==> src/rtl/recognizer_frame_scheduler.sv <==
// Round-robin scheduler sharing one serial pattern recognizer between two requesters.
// Each frame is cleared into the recognizer, shifted LSB-first, sampled, then reported.
module recognizer_frame_scheduler #(
   parameter int MAX_LEN = 8,
   localparam int LENW = $clog2(MAX_LEN + 1)
) (
   input  logic               clk,
   input  logic               rst,
   input  logic               req0_valid,
   input  logic [MAX_LEN-1:0] req0_data,
   input  logic [LENW-1:0]    req0_len,
   output logic               req0_ready,
   input  logic               req1_valid,
   input  logic [MAX_LEN-1:0] req1_data,
   input  logic [LENW-1:0]    req1_len,
   output logic               req1_ready,
   output logic               rec_clr,
   output logic               rec_en,
   output logic               rec_x,
   input  logic               rec_f,
   output logic               res_valid,
   output logic               res_match,
   output logic               res_src,
   input  logic               res_ready,
   output logic               busy
);

   typedef enum logic [2:0] {
      S_IDLE,
      S_CLEAR,
      S_SHIFT,
      S_SAMPLE,
      S_REPORT
   } state_t;

   state_t             state_q, state_d;
   logic [MAX_LEN-1:0] data_q, data_d;
   logic [LENW-1:0]    len_q, len_d;
   logic [LENW-1:0]    idx_q, idx_d;
   logic               src_q, src_d;
   logic               match_q, match_d;
   logic               last_grant_q, last_grant_d;
   logic               grant0, grant1;
   logic [LENW-1:0]    sel_len;

   always_ff @(posedge clk or negedge rst) begin
      if (!rst) begin
         state_q      <= S_IDLE;
         data_q       <= '0;
         len_q        <= '0;
         idx_q        <= '0;
         src_q        <= 1'b0;
         match_q      <= 1'b0;
         last_grant_q <= 1'b1;
      end else begin
         state_q      <= state_d;
         data_q       <= data_d;
         len_q        <= len_d;
         idx_q        <= idx_d;
         src_q        <= src_d;
         match_q      <= match_d;
         last_grant_q <= last_grant_d;
      end
   end

   // Grants are gated by rst so no ready pulse can escape while reset is held.
   always_comb begin
      state_d      = state_q;
      data_d       = data_q;
      len_d        = len_q;
      idx_d        = idx_q;
      src_d        = src_q;
      match_d      = match_q;
      last_grant_d = last_grant_q;
      grant0       = 1'b0;
      grant1       = 1'b0;
      sel_len      = '0;
      rec_clr      = 1'b0;
      rec_en       = 1'b0;
      rec_x        = 1'b0;
      res_valid    = 1'b0;

      case (state_q)
         S_IDLE: begin
            if (rst) begin
               grant0 = req0_valid & (~req1_valid | last_grant_q);
               grant1 = req1_valid & (~req0_valid | ~last_grant_q);
            end
            if (grant0 | grant1) begin
               sel_len = grant1 ? req1_len : req0_len;
               data_d  = grant1 ? req1_data : req0_data;
               len_d   = (sel_len > LENW'(MAX_LEN)) ? LENW'(MAX_LEN) : sel_len;
               src_d   = grant1;
               match_d = 1'b0;
               idx_d   = '0;
               state_d = (sel_len == '0) ? S_REPORT : S_CLEAR;
            end
         end
         S_CLEAR: begin
            rec_clr = 1'b1;
            state_d = S_SHIFT;
         end
         S_SHIFT: begin
            // The frame register shifts right so bit 0 is always the next bit out.
            rec_en = 1'b1;
            rec_x  = data_q[0];
            data_d = data_q >> 1;
            idx_d  = idx_q + LENW'(1);
            if (idx_q == len_q - LENW'(1)) begin
               state_d = S_SAMPLE;
            end
         end
         S_SAMPLE: begin
            match_d = rec_f;
            state_d = S_REPORT;
         end
         S_REPORT: begin
            res_valid = 1'b1;
            if (res_ready) begin
               last_grant_d = src_q;
               state_d      = S_IDLE;
            end
         end
         default: begin
            state_d = S_IDLE;
         end
      endcase
   end

   assign req0_ready = grant0;
   assign req1_ready = grant1;
   assign res_match  = match_q;
   assign res_src    = src_q;
   assign busy       = (state_q != S_IDLE);

endmodule

==> config.mk <==
export PLATFORM = sky130hd
export DESIGN_NAME = recognizer_frame_scheduler
export DESIGN_NICKNAME = d
export VERILOG_FILES = /design/src/rtl/recognizer_frame_scheduler.sv
export SDC_FILE = /design/constraint.sdc
export NUM_CORES = 1
export LEC_CHECK = 0
export ABC_AREA = 1
export CAP_MARGIN = 20
export CORE_MARGIN = 4
export CORE_UTILIZATION = 40
export CTS_CLUSTER_SIZE = 16
export DETAILED_ROUTE_END_ITERATION = 8
export PLACE_DENSITY = 0.72
export SLEW_MARGIN = 20
export SYNTH_ARGS = -nofsm -noshare
export SYNTH_HDL_FRONTEND = slang
export SYNTH_SLANG_ARGS = --single-unit
==> constraint.sdc <==
create_clock -name clk -period 1.3 [get_ports clk]
set_input_delay 0.26 -clock clk [delete_from_list [all_inputs] [get_ports clk]]
set_output_delay 0.26 -clock clk [all_outputs]
set_load 0.005 [all_outputs]
==> summary.md <==
| Metric | Value |
|---|---|
| Area fraction of the dominant cell type after synthesis | `0.393` |
| Simple-gate share of the synthesized area | `0.312` |
| Seq/Total Area, Yosys | `0.412` |
| Vias in the first global route | `1,530` |
| Worst EP required | `1.04 ns` |
| MaxCap Viol Count | `0` |
| Chip Height | `65.9 um` |
| Fin. max-slew vios | `0` |
| Final count of negative-setup-slack endpoints | `28` |
| Pwr Total | `0.00574 W` |
| Die X | `65.9 um` |
| Clock tree buffer depth | `2` |
| Post-Layout Cell Count | `312` |
| XOR/XNOR share of the synthesized area | `0.00654` |
| Cell variety after synth | `25` |
| Headroom to the max-slew limit | `0.792` |
| I/O Pins | `39` |
| Initial antenna violation count | `0` |
| Kind of critical path | `register to output port` |
| CP Data Arrival Time | `1.51 ns` |
| Initial drt markers | `105` |
| Post-synthesis mux area share | `0` |
| Fin nets | `301` |
| H-tree Lvls | `1` |
| Clock slew at reported path FFs | `0.13 ns` |
| Syn-to-layout area delta | `95.0%` |
| Synth area leaders | `dfrtp_1, nand2_1, nor2_1` |
| Initial Utilization | `0.428` |
| Clk_lat worst skew | `0.31 ns` |
| Post-Synthesis Cells | `183` |
| Slew @ Worst Pin | `0.312 ns` |
| Leak Pwr | `1.19 nW` |
| Syn avg cell area | `7.32 um^2` |
| Layout Utilization | `0.835` |
| Post-synth net total | `215` |
| Worst r2r dst | `state_q[0]` |
| Reg2Reg Setup Slack | `-0.31 ns` |
| Final setup margin | `-0.465 ns` |
| DRT Wirelength | `5.54 mm` |
| Outcome | `complete, but fails checks` |
| Overall Global Routing Usage | `0.212` |
| CP Max Fanout | `2` |
| Final hold vios | `0` |
| Largest family of logic cells by synthesized area | `simple AND/OR/NAND/NOR gates` |
| Power density cells | `2200 nW/um^2` |
| Fillers | `160` |
| Clock Skew | `0.00296 ns` |
| Area leader, netlist | `dfrtp_1` |
| Gpl congestion | `0.786` |
| R2R cell count | `8` |
| Register Area | `552 um^2` |
| DIE AREA | `4340 um^2` |
| DR vias | `1,681` |
| Row Count | `20` |
| Multi-input logic area | `1040 um^2` |
| IR drop worst, VDD | `1240 uV` |
| Complex-gate fraction of the synthesized area | `0.163` |
| Hold Path Class | `primary input to async pin` |
| Crit. End Element | `output port` |
| Failing checks | `setup timing` |
| Fmax | `566 MHz` |
| Diodes inserted | `0` |
| Mapped Area | `1340 um^2` |
| Core Area | `3130 um^2` |
| Setup_tns | `-6.12 ns` |
| Wire per inst | `17.7 um` |
| DRC Markers | `0` |
| Share of cells above drive strength 1 | `0.493` |
| Post-placement cell count | `287` |
| Routed Antenna Nets | `0` |
| Dpl ws | `-0.699 ns` |
| CTS Buf Count | `3` |
| Synth warn | `0` |
| I/O Buffers | `38` |
| Root Buffer | `clkbuf_4` |
| Post-layout min period | `1.77 ns` |
| Largest net degree at the start of global routing | `23` |
| Clock sink count | `22` |
| Synth Area in Adders | `0.0187` |
| Post-DP HPWL | `2.80 mm` |
| First-pass GRT wire length | `6.98 mm` |
| Synth Register Bits | `22` |
| Reg-to-reg startpoint | `state_q[1]` |
| Unrepaired setup endpoints after global routing | `true` |
| Global route overflow | `0` |
| Crit start category | `register` |
| TritonRoute pass-1 iters | `4` |
| Vias/cell | `5.39` |
| Fin crit share | `1.36` |
| CTS tree | `built` |
power breakdown:
group,internal (W),switching [W]
clock,0.000171,0.000224
combinational,0.00201,0.00208
sequential,0.00101,0.000247
total,0.00319,0.00255
critical path, cell delays in order, from the launching register on:
cell	delay (ns)
dfrtp_1	0.44
nor3_2	0.22
inv_1	0.09
buf_6	0.13
a2111oi_4	0.16
buf_2	0.16
state kept, by name, summed over array words and instances (netlist names):
register,count
idx_q,4
len_q,4
state_q,3
last_grant_q,1
res_src,1
res_match,1
data_q,8
cells in the mapped netlist, drive strengths merged:
library cell	n
dfstp	1
buf	3
a31oi	1
ha	2
o22ai	2
xnor2	1
inv	25
or2	1
nand2	60
a21oi	5
nor2	28
nor3	3
a2111oi	1
o31ai	1
nand3	10
o21ai	11
o311ai	6
nor4	1
dfrtp	21
layout by cell type, fill, tap and decap left out, types with 2 or more instances in the layout:
cell,Yosys,layout
o22ai_2,0,2
a21oi_1,5,3
nand2_8,0,2
buf_8,0,5
buf_2,1,5
a21oi_2,0,2
buf_4,1,20
o311ai_2,6,4
buf_6,1,21
nor3_2,1,2
clkdlybuf4s50_1,0,26
nand2_2,1,14
nor2_1,27,9
nand3_1,10,7
o21ai_1,0,7
inv_4,0,4
dlygate4sd2_1,0,5
nand3_4,0,2
dfrtp_1,21,21
o311ai_4,0,2
inv_2,1,2
nand2_1,59,35
clkbuf_4,0,3
nand2_4,0,9
nor2_2,1,9
o21ai_2,0,3
inv_1,24,18
nor2_4,0,10
layout make-up:
class | count | area share
Tap cell | 44 | 0.0211
Timing Repair Buffer | 84 | 0.312
Sequential cell | 22 | 0.211
Multi-Input combinational cell | 133 | 0.399
Clock buffer | 4 | 0.0139
Inverter | 25 | 0.0426
stage by stage:
stage	cell area [um^2]	hold WS [ns]
final	2610	0.139
after global routing	2610	0.187
after CTS	2300	0.168
after detailed placement	1960	0.484
after global placement	1960	0.476
after floorplan	1360	-0.0356
worst max path at each step:
| stage | cells after the start | slack [ns] | end | start |
|---|---|---|---|---|
| floorplan | 3 | 0.006 | req0_ready | state_q[1] |
| global placement | 4 | -0.69 | req0_ready | rst |
| detailed placement | 4 | -0.70 | req0_ready | rst |
| CTS | 5 | -0.43 | req0_ready | state_q[2] |
| global route | 5 | -0.56 | req0_ready | state_q[1] |
| finish | 5 | -0.47 | req0_ready | state_q[1] |
cells by family (layout without fill, tap and decap cells):
| group | Yosys count | in the layout |
|---|---|---|
| and+or+nand+nor | 103 | 103 |
| buffers and inverters | 28 | 113 |
| AOI/OAI and AO/OA | 27 | 27 |
| DFF | 22 | 22 |
| adders and majority gates | 2 | 2 |
| xor gates and xnor gates | 1 | 1 |
metal layers:
layer  up-vias  share of wire  routed length (um)  GRT usage
met1       820           0.38                2100      0.251
met5         -              0                   0          0
met4         0          0.017                  93     0.0622
met2        79           0.55                3040      0.385
li1        767              -                   -          -
met3        15          0.056                 308     0.0374
timing repair:
action	in CTS	in global routing
cloned	0	0
resized for setup	99	71
pin swaps	21	19
setup endpoints to repair	29	28
setup buffers	16	8
hold buffers	0	0
Note: power is estimated with default switching activity, not from simulation.
